--- src/rtl/sdram_pattern_tester.sv ---
// SDRAM self-test Avalon-MM master: writes a pattern over a word range, reads it back pipelined, compares.
// Optional feature macro TESTER_LFSR_EN selects a 16-bit LFSR data pattern instead of the address-derived one.
//
// state | meaning
// IDLE  | waiting for start; previous result held
// WRITE | writing one pattern word per accepted cycle
// READ  | issuing reads, at most MAX_PEND outstanding
// DRAIN | waiting for outstanding read data to return
// DONE  | run finished, result published
module sdram_pattern_tester #(
    parameter int unsigned     ADDR_W    = 24,
    parameter longint unsigned BASE_ADDR = 0,
    parameter longint unsigned NUM_WORDS = 16777216,
    parameter int unsigned     MAX_PEND  = 8,
    parameter logic [15:0]     SEED      = 16'hACE1
) (
    input  logic              clk_clk,
    input  logic              reset_reset,
    input  logic              start,
    output logic [ADDR_W-1:0] avm_address,
    output logic              avm_write,
    output logic              avm_read,
    output logic [15:0]       avm_writedata,
    output logic [1:0]        avm_byteenable,
    input  logic              avm_waitrequest,
    input  logic [15:0]       avm_readdata,
    input  logic              avm_readdatavalid,
    output logic              busy,
    output logic [1:0]        test_result_export,
    output logic [15:0]       err_count,
    output logic [ADDR_W-1:0] first_err_addr
);

    generate
        if (ADDR_W < 16 || ADDR_W > 32) begin : g_bad_addr_w
            $error("sdram_pattern_tester: ADDR_W must be 16..32");
        end
        if (NUM_WORDS < 1 || (BASE_ADDR + NUM_WORDS) > (64'd1 << ADDR_W)) begin : g_bad_range
            $error("sdram_pattern_tester: BASE_ADDR/NUM_WORDS exceed the address space");
        end
        if (MAX_PEND < 1 || MAX_PEND > 255) begin : g_bad_pend
            $error("sdram_pattern_tester: MAX_PEND must be 1..255");
        end
    endgenerate

    localparam logic [ADDR_W-1:0] FIRST_ADDR = ADDR_W'(BASE_ADDR);
    localparam logic [ADDR_W-1:0] LAST_ADDR  = ADDR_W'(BASE_ADDR + NUM_WORDS - 1);
    localparam logic [7:0]        PEND_LIMIT = 8'(MAX_PEND);

    typedef enum logic [2:0] {IDLE, WRITE, READ, DRAIN, DONE} state_t;

    state_t            state;
    logic [7:0]        pending;
    logic [7:0]        pending_next;
    logic              wr_accept;
    logic              rd_accept;
    logic              rd_valid;
    logic              at_last;
    logic              run_start;
    logic              read_entry;
    logic              err_any;
    logic [15:0]       first_data;
    logic [15:0]       next_data;
    logic [15:0]       exp_data;
    logic [ADDR_W-1:0] exp_addr;
    logic [ADDR_W-1:0] cmp_addr;
    logic              cmp_valid;
    logic              cmp_mismatch;

    assign avm_byteenable = 2'b11;
    assign wr_accept      = avm_write & ~avm_waitrequest;
    assign rd_accept      = avm_read & ~avm_waitrequest;
    // Strobes with nothing outstanding are stale (e.g. data from before a reset).
    assign rd_valid       = avm_readdatavalid & (pending != 8'd0);
    assign pending_next   = pending + {7'd0, rd_accept} - {7'd0, rd_valid};
    assign at_last        = (avm_address == LAST_ADDR);
    assign run_start      = (state == IDLE) & start;
    assign read_entry     = (state == WRITE) & wr_accept & at_last;
    assign err_any        = (err_count != 16'd0) | (cmp_valid & cmp_mismatch);

`ifdef TESTER_LFSR_EN
    localparam logic [15:0] LFSR_SEED = (SEED == 16'h0000) ? 16'hACE1 : SEED;

    function automatic logic [15:0] lfsr_step(input logic [15:0] s);
        return {s[0] ^ s[2] ^ s[3] ^ s[5], s[15:1]};
    endfunction

    logic [15:0] exp_lfsr;

    assign first_data = LFSR_SEED;
    assign next_data  = lfsr_step(avm_writedata);
    assign exp_data   = exp_lfsr;

    always_ff @(posedge clk_clk or posedge reset_reset) begin
        if (reset_reset) begin
            exp_lfsr <= LFSR_SEED;
        end else if (read_entry) begin
            exp_lfsr <= LFSR_SEED;
        end else if (rd_valid) begin
            exp_lfsr <= lfsr_step(exp_lfsr);
        end
    end
`else
    function automatic logic [15:0] addr_pattern(input logic [ADDR_W-1:0] a);
        return a[15:0] ^ {a[ADDR_W-1 -: 8], a[ADDR_W-1 -: 8]} ^ SEED;
    endfunction

    assign first_data = addr_pattern(FIRST_ADDR);
    assign next_data  = addr_pattern(avm_address + ADDR_W'(1));
    assign exp_data   = addr_pattern(exp_addr);
`endif

    always_ff @(posedge clk_clk or posedge reset_reset) begin
        if (reset_reset) begin
            pending <= 8'd0;
        end else if (run_start) begin
            pending <= 8'd0;
        end else begin
            pending <= pending_next;
        end
    end

    always_ff @(posedge clk_clk or posedge reset_reset) begin
        if (reset_reset) begin
            state              <= IDLE;
            avm_write          <= 1'b0;
            avm_read           <= 1'b0;
            avm_address        <= '0;
            avm_writedata      <= 16'd0;
            busy               <= 1'b0;
            test_result_export <= 2'b00;
        end else begin
            case (state)
                IDLE: begin
                    if (start) begin
                        state              <= WRITE;
                        busy               <= 1'b1;
                        test_result_export <= 2'b01;
                        avm_write          <= 1'b1;
                        avm_address        <= FIRST_ADDR;
                        avm_writedata      <= first_data;
                    end
                end
                WRITE: begin
                    if (wr_accept) begin
                        if (at_last) begin
                            state       <= READ;
                            avm_write   <= 1'b0;
                            avm_read    <= 1'b1;
                            avm_address <= FIRST_ADDR;
                        end else begin
                            avm_address   <= avm_address + ADDR_W'(1);
                            avm_writedata <= next_data;
                        end
                    end
                end
                READ: begin
                    if (rd_accept && at_last) begin
                        state    <= DRAIN;
                        avm_read <= 1'b0;
                    end else begin
                        // A held read is never dropped here: pending cannot grow while stalled.
                        avm_read <= (pending_next < PEND_LIMIT);
                        if (rd_accept) begin
                            avm_address <= avm_address + ADDR_W'(1);
                        end
                    end
                end
                DRAIN: begin
                    // err_any folds in the compare still sitting in the register this cycle.
                    if (pending == 8'd0) begin
                        state              <= DONE;
                        busy               <= 1'b0;
                        test_result_export <= err_any ? 2'b11 : 2'b10;
                    end
                end
                DONE: begin
                    state <= IDLE;
                end
                default: begin
                    state <= IDLE;
                end
            endcase
        end
    end

    always_ff @(posedge clk_clk or posedge reset_reset) begin
        if (reset_reset) begin
            exp_addr       <= FIRST_ADDR;
            cmp_addr       <= '0;
            cmp_valid      <= 1'b0;
            cmp_mismatch   <= 1'b0;
            err_count      <= 16'd0;
            first_err_addr <= '0;
        end else begin
            cmp_valid <= rd_valid;
            if (rd_valid) begin
                cmp_mismatch <= (avm_readdata != exp_data);
                cmp_addr     <= exp_addr;
                exp_addr     <= exp_addr + ADDR_W'(1);
            end
            if (run_start) begin
                exp_addr       <= FIRST_ADDR;
                err_count      <= 16'd0;
                first_err_addr <= '0;
            end else if (cmp_valid && cmp_mismatch) begin
                if (err_count == 16'd0) begin
                    first_err_addr <= cmp_addr;
                end
                if (err_count != 16'hFFFF) begin
                    err_count <= err_count + 16'd1;
                end
            end
        end
    end

endmodule

--- config.mk ---
export PLATFORM = sky130hd
export DESIGN_NAME = sdram_pattern_tester
export DESIGN_NICKNAME = d
export VERILOG_FILES = /design/src/rtl/sdram_pattern_tester.sv
export SDC_FILE = /design/constraint.sdc
export NUM_CORES = 1
export LEC_CHECK = 0
export CAP_MARGIN = 20
export CORE_ASPECT_RATIO = 0.7
export CORE_UTILIZATION = 33
export CTS_CLUSTER_DIAMETER = 40
export DETAILED_ROUTE_END_ITERATION = 16
export PLACE_DENSITY = 0.62
export SLEW_MARGIN = 20
export SYNTH_ARGS = -nofsm -noshare
export SYNTH_HDL_FRONTEND = slang
export SYNTH_SLANG_ARGS = --single-unit
--- constraint.sdc ---
create_clock -name clk_clk -period 6.95 [get_ports clk_clk]
set_input_delay 1.7375 -clock clk_clk [delete_from_list [all_inputs] [get_ports clk_clk]]
set_output_delay 1.7375 -clock clk_clk [all_outputs]
set_load 0.05 [all_outputs]
==> results of run 1 <==
-- final cells by class --
| type | instances | area (um^2) | area share [%] |
|---|---|---|---|
| inverter | 23 | 91.3 | 0.912 |
| clock buffer | 17 | 425 | 4.25 |
| multi-input combinational | 551 | 4100 | 40.9 |
| timing repair buffer | 114 | 1140 | 11.4 |
| sequential | 146 | 3650 | 36.5 |
| tap | 318 | 398 | 3.97 |
| clock inverter | 15 | 214 | 2.14 |
-- cell usage after synthesis (3+ instances only) --
cell	count	area, um^2
o211ai_1	7	52.6
buf_1	3	11.3
a211oi_1	4	30.0
and3b_1	3	26.3
o22ai_1	3	18.8
buf_4	5	37.5
a21o_1	3	22.5
nand4_1	22	138
a22o_1	6	52.6
o21ai_0	16	80.1
o2bb2ai_1	9	78.8
mux2i_1	29	290
nand3_1	46	230
a211o_1	3	26.3
xnor2_1	39	342
buf_2	15	75.1
or4_1	4	30.0
buf_6	3	33.8
and4_1	8	70.1
or3_1	5	31.3
clkbuf_1	19	71.3
nand2b_1	8	50.1
dfrtp_1	146	3650
xnor3_1	14	315
o221ai_1	5	43.8
nor2_1	88	330
ha_1	15	188
nor2b_1	6	37.5
and2_1	9	56.3
nand2_1	29	109
and3_1	16	100
nor3_1	16	80.1
o31ai_1	10	75.1
nor3_2	4	40.0
xor2_1	40	350
mux2_2	24	270
a21oi_1	19	95.1
nor4_1	7	43.8
inv_1	23	86.3
-- path summary, 6_finish.rpt --
kind | start | end | slack (ps) | cells after the start
worst min register to register | avm_writedata[8]$_DFFE_PP0P_ | avm_writedata[8]$_DFFE_PP0P_ | 490 | 2
worst min-delay path | avm_writedata[8]$_DFFE_PP0P_ | avm_writedata[8]$_DFFE_PP0P_ | 490 | 2
max in group asynchronous | reset_reset | cmp_addr[18]$_DFFE_PP0P_ | 4340 | 3
worst max-delay path | avm_waitrequest | avm_read$_DFFE_PP0P_ | 2640 | 12
worst max register to register | pending[6]$_DFF_PP0_ | avm_read$_DFFE_PP0P_ | 3560 | 13
min in group asynchronous | reset_reset | avm_writedata[2]$_DFFE_PP0P_ | 1680 | 2
-- logic make-up (layout without fill, tap and decap cells) --
logic type	after synthesis	in the layout	share of synthesized area, %
compound gates	102	102	9.22
xor+xnor	93	93	12.5
fa+ha+maj	16	16	2.58
buf+inv	69	169	3.99
flops	146	146	45.5
mux	53	53	6.98
other cells	1	2	0.0467
simple gates	285	285	19.2
-- layer usage --
| metal | vias up | global-route usage [%] |
|---|---|---|
| li1 | 2898 | - |
| met5 | - | 0 |
| met2 | 197 | 21.8 |
| met4 | 0 | 3.81 |
| met1 | 2964 | 26.1 |
| met3 | 15 | 5.01 |
-- power breakdown --
group | internal, mW | switching, mW | leakage (nW)
Clock | 0.494 | 0.450 | 0.303
Combinational | 0.494 | 0.860 | 2.01
Sequential | 0.965 | 0.147 | 1.93
-- cells in the final DEF, fill, tap and decap left out, types with 16 or more instances in the layout --
| master | n |
|---|---|
| dfrtp_1 | 146 |
| nand4_1 | 22 |
| a21oi_1 | 18 |
| and3_1 | 16 |
| nand2_1 | 29 |
| nor2_1 | 87 |
| xor2_1 | 40 |
| clkdlybuf4s50_1 | 105 |
| xnor2_1 | 39 |
| clkbuf_16 | 17 |
| mux2i_1 | 29 |
| nand3_1 | 46 |
| mux2_2 | 24 |
| inv_1 | 22 |
-- tightest hold or removal path: stages (launching register included) --
cell and delay (ps):
dfrtp_1 350, nand2_1 40, o21ai_0 60
-- flip-flops by register name, indices dropped and copies added, names as in the netlist --
| register | flops |
|---|---|
| busy | 1 |
| avm_write | 1 |
| cmp_valid | 1 |
| cmp_mismatch | 1 |
| exp_addr | 24 |
| avm_writedata | 16 |
| state | 3 |
| avm_address | 24 |
| cmp_addr | 24 |
| first_err_addr | 24 |
| test_result_export | 2 |
| pending | 8 |
| err_count | 16 |
| avm_read | 1 |
==> impl_metrics.ini, run 1 <==
[clock_network]
cts_setup_buffers = 0
holdBufCountCts = 0
clk_pin_slew_ps = 80
htree_levels = 4
insertion_delay_ps = 440
cts_buffer_depth = 2
cts_tree = done
cts_buffers = 17
numClockSinks = 146
cts_resized = 0
root_buffer = clkbuf_16

[cells_and_area]
fin_cells = 1184
fillers = 2335
final_area_um2 = 10000
antennaDiodeCount = 0
syn2layout_area_growth_pct = 24.7
final_nets = 890
drive_gt1_share_pct = 10.3
post-route-util_pct = 42.2

[floorplanning]
core_region_area_um2 = 23800
ios = 108
die_h_um = 133
rows = 47
start_util_pct = 33.8
die_w_um = 189
die_area_um2 = 25000

[placement]
dp_slack_ps = 2190
port_buffers = 105
dp_cells = 1150
placed_area_um2 = 9340
routabilityCongestion = 0.873
dp_hpwl_um = 14200

[worst_setup_path]
path_buf_inv = 3
cp_top_family = compound AO/OA/AOI/OAI gates
crit_required_ps = 7290
path_class = in -> reg
worstPathMaxFanout = 4
cp_slowest_cell = clkdlybuf4s50_1
crit_chain = clkdlybuf4s50_1, nor2b_1, inv_1, ha_1, inv_1, ha_1, fa_1, a211o_1, and4_1, a311oi_1, o2111ai_1, a211oi_1
cp-start-kind = primary input
cp.arrival_ps = 4660
end_kind = flip-flop
critical-path-max-stage-delay_ps = 440

[synthesis]
postSynth.asyncResetShare_pct = 100
syn_avg_cell_area_um2 = 10.5
synthCells = 765
synth-seq-area-share_pct = 45.5
syn_area_um2 = 8040
synth-edff-count = 0
ys.flop_type = dfrtp_1
yosys_warnings = 0
synth_cell_types = 67
ys_ff_latch = 146

[status]
outcome = finished, final reports clean

[hold_path]
hp-class = reg -> reg

[timing]
fin_ws_ps = 2640
hold-worst-slack_ps = 492
layout_min_cycle_time_ps = 4310
rsz0062_at_grt = no
finalHoldViolations = 0
drv_slew = 0
setup_tns_ps = 0
fmax_ghz = 0.232
slew_headroom_pct = 35.2
skew_ps = 19.0
worstMarginPinSlew_ps = 970
finalCritPeriodShare_pct = 62.1
finalSetupViolCount = 0

[routing]
vias_per_cell = 5.13
drt_iter0_markers = 402
wl_um = 20300
dr.pass1.iters = 4
post_drt_wl_per_cell_um = 17.1
met2_length_um = 8160
m1WireLength_um = 10600
vias = 6074
dr.max_layer_used = met4
dr_wl_met3_um = 1380
ant_nets = 0
drc = 0

[power_and_ir_drop]
powerDensity_nw_per_um2 = 340
power_mw = 3.41
p_leak_nw = 4.24
vdd_drop_max_mv = 0.227

[grt]
grt_pass1_vias = 5868
groute.usage.overall_pct = 16.6
antenna_found_initial = 0
grt_max_degree = 106
grt-ovfl-total = 0
grt_pass1_wl_um = 32600

[run]
cap_violations = 0
Note: power is estimated with default switching activity, not from simulation.
==> inputs of run 2 (changes only) <==
- PLACE_DENSITY: 0.62 -> 0.63
- clock period: 6.95 -> 3.77 ns (I/O delays scaled with it)
==> impl_metrics.ini, run 2 (synthesis results as in run 1) <==
[placement]
routabilityCongestion = 0.890
dp_hpwl_um = 14400
dp_cells = 1167
port_buffers = 105

[clock_network]
cts_resized = 0
cts_setup_buffers = 0
cts_buffer_depth = 2
clk_pin_slew_ps = 70
root_buffer = clkbuf_16
holdBufCountCts = 0
htree_levels = 4
cts_buffers = 17
numClockSinks = 146
insertion_delay_ps = 420
cts_tree = done

[cells_and_area]
fin_cells = 1199
final_common_cell = dfrtp_1
fillers = 2288
final_nets = 905
syn2layout_area_growth_pct = 25.4
antennaDiodeCount = 0
multi_input_comb_area_um2 = 4080
drive_gt1_share_pct = 11.6
final-seq-area_um2 = 3650
final_cell_mix = dfrtp_1 (146), clkdlybuf4s50_1 (105), nor2_1 (87)

[worst_setup_path]
startpoint = avm_waitrequest
worstPathMaxFanout = 3
timing.rr.start = pending[6]$_DFF_PP0_
crit_required_ps = 4100
end_kind = flip-flop
cp.arrival_ps = 3760
cp-start-kind = primary input
path_class = in -> reg
r2r_slack_ps = 500

[routing]
drt_iter0_markers = 492
drc = 0
dr.pass1.iters = 5
wl_um = 20400
vias_per_cell = 5.15
ant_nets = 0
post_drt_wl_per_cell_um = 17.0
vias = 6175

[timing]
worstMarginPinSlew_ps = 978
layout_min_cycle_time_ps = 3430
skew_ps = 12.9
fmax_ghz = 0.291
finalHoldViolations = 0
rsz0062_at_grt = no
setup_tns_ps = 0
hold-worst-slack_ps = 498
finalCritPeriodShare_pct = 91.0
finalSetupViolCount = 0
drv_slew = 0
slew_headroom_pct = 34.7

[floorplanning]
rows = 47
start_util_pct = 33.8
core_region_area_um2 = 23800
ios = 108
die_w_um = 189
die_h_um = 133
die_area_um2 = 25000

[power_and_ir_drop]
powerDensity_nw_per_um2 = 632
p_leak_nw = 4.30
vdd_drop_max_mv = 0.392

[grt]
antenna_found_initial = 0
grt_pass1_vias = 5901
groute.usage.overall_pct = 16.8
grt-ovfl-total = 0
grt_pass1_wl_um = 33100
grt_max_degree = 72

[status]
outcome = finished, final reports clean

[hold_path]
hold_start = avm_writedata[8]$_DFFE_PP0P_
hp-class = reg -> reg

[run]
cap_violations = 0
-- run 2: changes by cell type in the layout (fill, tap and decap cells not counted), sizes merged --
cell	change
bufinv	+2
clkinvlp	+4
inv	+4
clkinv	-10
buf	+16
clkbuf	-1
-- run 2: worst max-delay path, stage by stage --
cell and delay, ps:
clkdlybuf4s50_1 450, nor2b_1 170, inv_1 100, ha_1 280, inv_1 40, ha_1 190
fa_1 390, a211o_1 290, and4_1 190, a311oi_1 310, o2111ai_1 160, a211oi_1 240
-- run 2: per-stage QoR --
step | area, um^2 | setup slack, ps | util [%] | power, mW
after global placement | 9480 | 2.78 | 39.9 | 4.63
after detailed placement | 9480 | -76.5 | 39.9 | 4.66
after global routing | 10100 | 222 | 42.4 | 6.77
after CTS | 10100 | 349 | 42.4 | 6.42
final | 10100 | 339 | 42.4 | 6.37
after floorplan | 8040 | 31.4 | - | 3.84
-- run 2: power by group --
group          total (mW)  switching (mW)  internal [mW]
Clock                1.73           0.738          0.995
Combinational        2.59            1.60          0.995
Sequential           2.05           0.267           1.78
-- run 2: layout make-up --
class                      count  area share, %
clock buffer                  17           4.22
clock inverter                15           1.70
tap                          318           3.95
inverter                      23          0.894
timing repair buffer         129           12.5
sequential                   146           36.3
multi-input combinational    551           40.5
-- run 2: final timing paths --
path | to | cells past startpoint
max | avm_read$_DFFE_PP0P_ | 12
min | avm_writedata[8]$_DFFE_PP0P_ | 2
max reg2reg | avm_read$_DFFE_PP0P_ | 13
min reg2reg | avm_writedata[8]$_DFFE_PP0P_ | 2
max in group asynchronous | avm_writedata[14]$_DFFE_PP0P_ | 3
min in group asynchronous | avm_write$_DFFE_PP0P_ | 2
-- run 2: routing by layer --
metal / part of all wire, % / GRT usage, %
met5: 0 / 0
met4: 0.81 / 3.99
met3: 6.8 / 4.14
met2: 40 / 21.9
met1: 53 / 27.2
==> inputs of run 3 (changes only) <==
- CELL_PAD_IN_SITES_DETAIL_PLACEMENT: not set -> 1
- CELL_PAD_IN_SITES_GLOBAL_PLACEMENT: not set -> 2
- CORE_UTILIZATION: 33 -> 32
- CTS_CLUSTER_DIAMETER: 40 -> not set
- PLACE_DENSITY: 0.63 -> 0.85
==> impl_metrics.ini, run 3 (synthesis results as in run 1) <==
[status]
outcome = finished, final reports clean

[worst_setup_path]
cp.arrival_ps = 3790
crit_required_ps = 4100
end_kind = flip-flop
worstPathMaxFanout = 2
path_class = in -> reg
r2r_slack_ps = 440
cp-start-kind = primary input

[clock_network]
cts_buffer_depth = 2
cts_resized = 0
root_buffer = clkbuf_16
numClockSinks = 146
insertion_delay_ps = 440
holdBufCountCts = 0
cts_tree = done
cts_buffers = 17
cts_setup_buffers = 0
htree_levels = 4
clk_pin_slew_ps = 70

[timing]
skew_ps = 17.5
drv_slew = 0
layout_min_cycle_time_ps = 3460
finalSetupViolCount = 0
fmax_ghz = 0.289
worstMarginPinSlew_ps = 897
finalHoldViolations = 0
fin_ws_ps = 310
finalCritPeriodShare_pct = 91.8
rsz0062_at_grt = no
slew_headroom_pct = 39.6

[floorplanning]
die_w_um = 191
die_h_um = 135
rows = 48
die_area_um2 = 25800
start_util_pct = 32.6
core_region_area_um2 = 24600
ios = 108

[routing]
dr.pass1.iters = 5
post_drt_wl_per_cell_um = 19.2
vias = 6351
drc = 0
vias_per_cell = 5.26
drt_iter0_markers = 352
ant_nets = 0
wl_um = 23200

[grt]
grt_pass1_wl_um = 37400
antenna_found_initial = 0
grt_max_degree = 89
groute.usage.overall_pct = 19.0
grt_pass1_vias = 6474
grt-ovfl-total = 0

[power_and_ir_drop]
vdd_drop_max_mv = 0.421
switching_share_pct = 41.5
powerDensity_nw_per_um2 = 646
clockPowerShare_pct = 27.0
p_leak_nw = 4.32
power_mw = 6.54
intPower_mw = 3.82
switchingPower_mw = 2.71
combPwrFrac_pct = 41.8
power_frac_seq_pct = 31.2

[cells_and_area]
drive_gt1_share_pct = 11.7
final_common_cell = dfrtp_1
antennaDiodeCount = 0
syn2layout_area_growth_pct = 25.9
fillers = 2740
final_cell_mix = dfrtp_1 (146), clkdlybuf4s50_1 (105), nor2_1 (87)
final_nets = 907

[placement]
dp_hpwl_um = 16300
routabilityCongestion = 0.837
dp_slack_ps = -82.9
port_buffers = 105

[hold_path]
hp-class = reg -> reg

[run]
cap_violations = 0
run 3: power by group through the flow:
stage,sequential [mW],combinational [mW],clock [mW]
after floorplan,2.34,1.50,0
after global placement,2.06,2.63,0
after detailed placement,2.07,2.71,0
after CTS,2.04,2.73,1.81
after global routing,2.08,2.96,1.87
final,2.04,2.73,1.76
run 3: cell type report:
type                            count  area [um^2]  share of cell area (%)
Inverter                           23         90.1                   0.891
Multi-Input combinational cell    551         4080                    40.3
Timing Repair Buffer              131         1280                    12.7
Clock buffer                       20          457                    4.52
Sequential cell                   146         3650                    36.1
Tap cell                          325          407                    4.02
Clock inverter                     12          148                    1.46
run 3: final timing paths:
path                            cells past startpoint                          from                           end
worst max-delay path                               12               avm_waitrequest          avm_read$_DFFE_PP0P_
worst min-delay path                                2  avm_writedata[8]$_DFFE_PP0P_  avm_writedata[8]$_DFFE_PP0P_
worst max register to register                     13          pending[2]$_DFF_PP0_          avm_read$_DFFE_PP0P_
worst min register to register                      2  avm_writedata[8]$_DFFE_PP0P_  avm_writedata[8]$_DFFE_PP0P_
max in group asynchronous                           3                   reset_reset      cmp_addr[11]$_DFFE_PP0P_
min in group asynchronous                           3                   reset_reset              busy$_DFFE_PP0P_
run 3: critical path, stage by stage:
cell and delay, ps:
clkdlybuf4s50_1 420, nor2b_1 200, inv_1 100, ha_1 280, inv_1 40, ha_1 200, fa_1 410, a211o_1 280
and4_1 180, a311oi_1 320, o2111ai_1 160, a211oi_1 250
run 3: per-layer routing:
metal,vias to the layer above,part of all wire (%),GRT usage (%)
li1,2929,-,-
met1,3270,52,29.5
met2,135,42,25.8
met3,17,5.0,4.42
met4,0,1.1,4.98
met5,-,0,0
run 3: per-stage QoR:
| stage | cell area, um^2 | util, % | hold slack, ps | std cells | setup TNS (ps) |
|---|---|---|---|---|---|
| floorplan | 8040 | - | 480 | 766 | 0 |
| global placement | 9510 | 38.6 | 476 | 1175 | 0 |
| detailed placement | 9510 | 38.6 | 480 | 1175 | -82.9 |
| CTS | 10100 | 41.1 | 497 | 1207 | 0 |
| global route | 10100 | 41.1 | 524 | 1208 | 0 |
| finish | 10100 | 41.1 | 496 | 1208 | 0 |
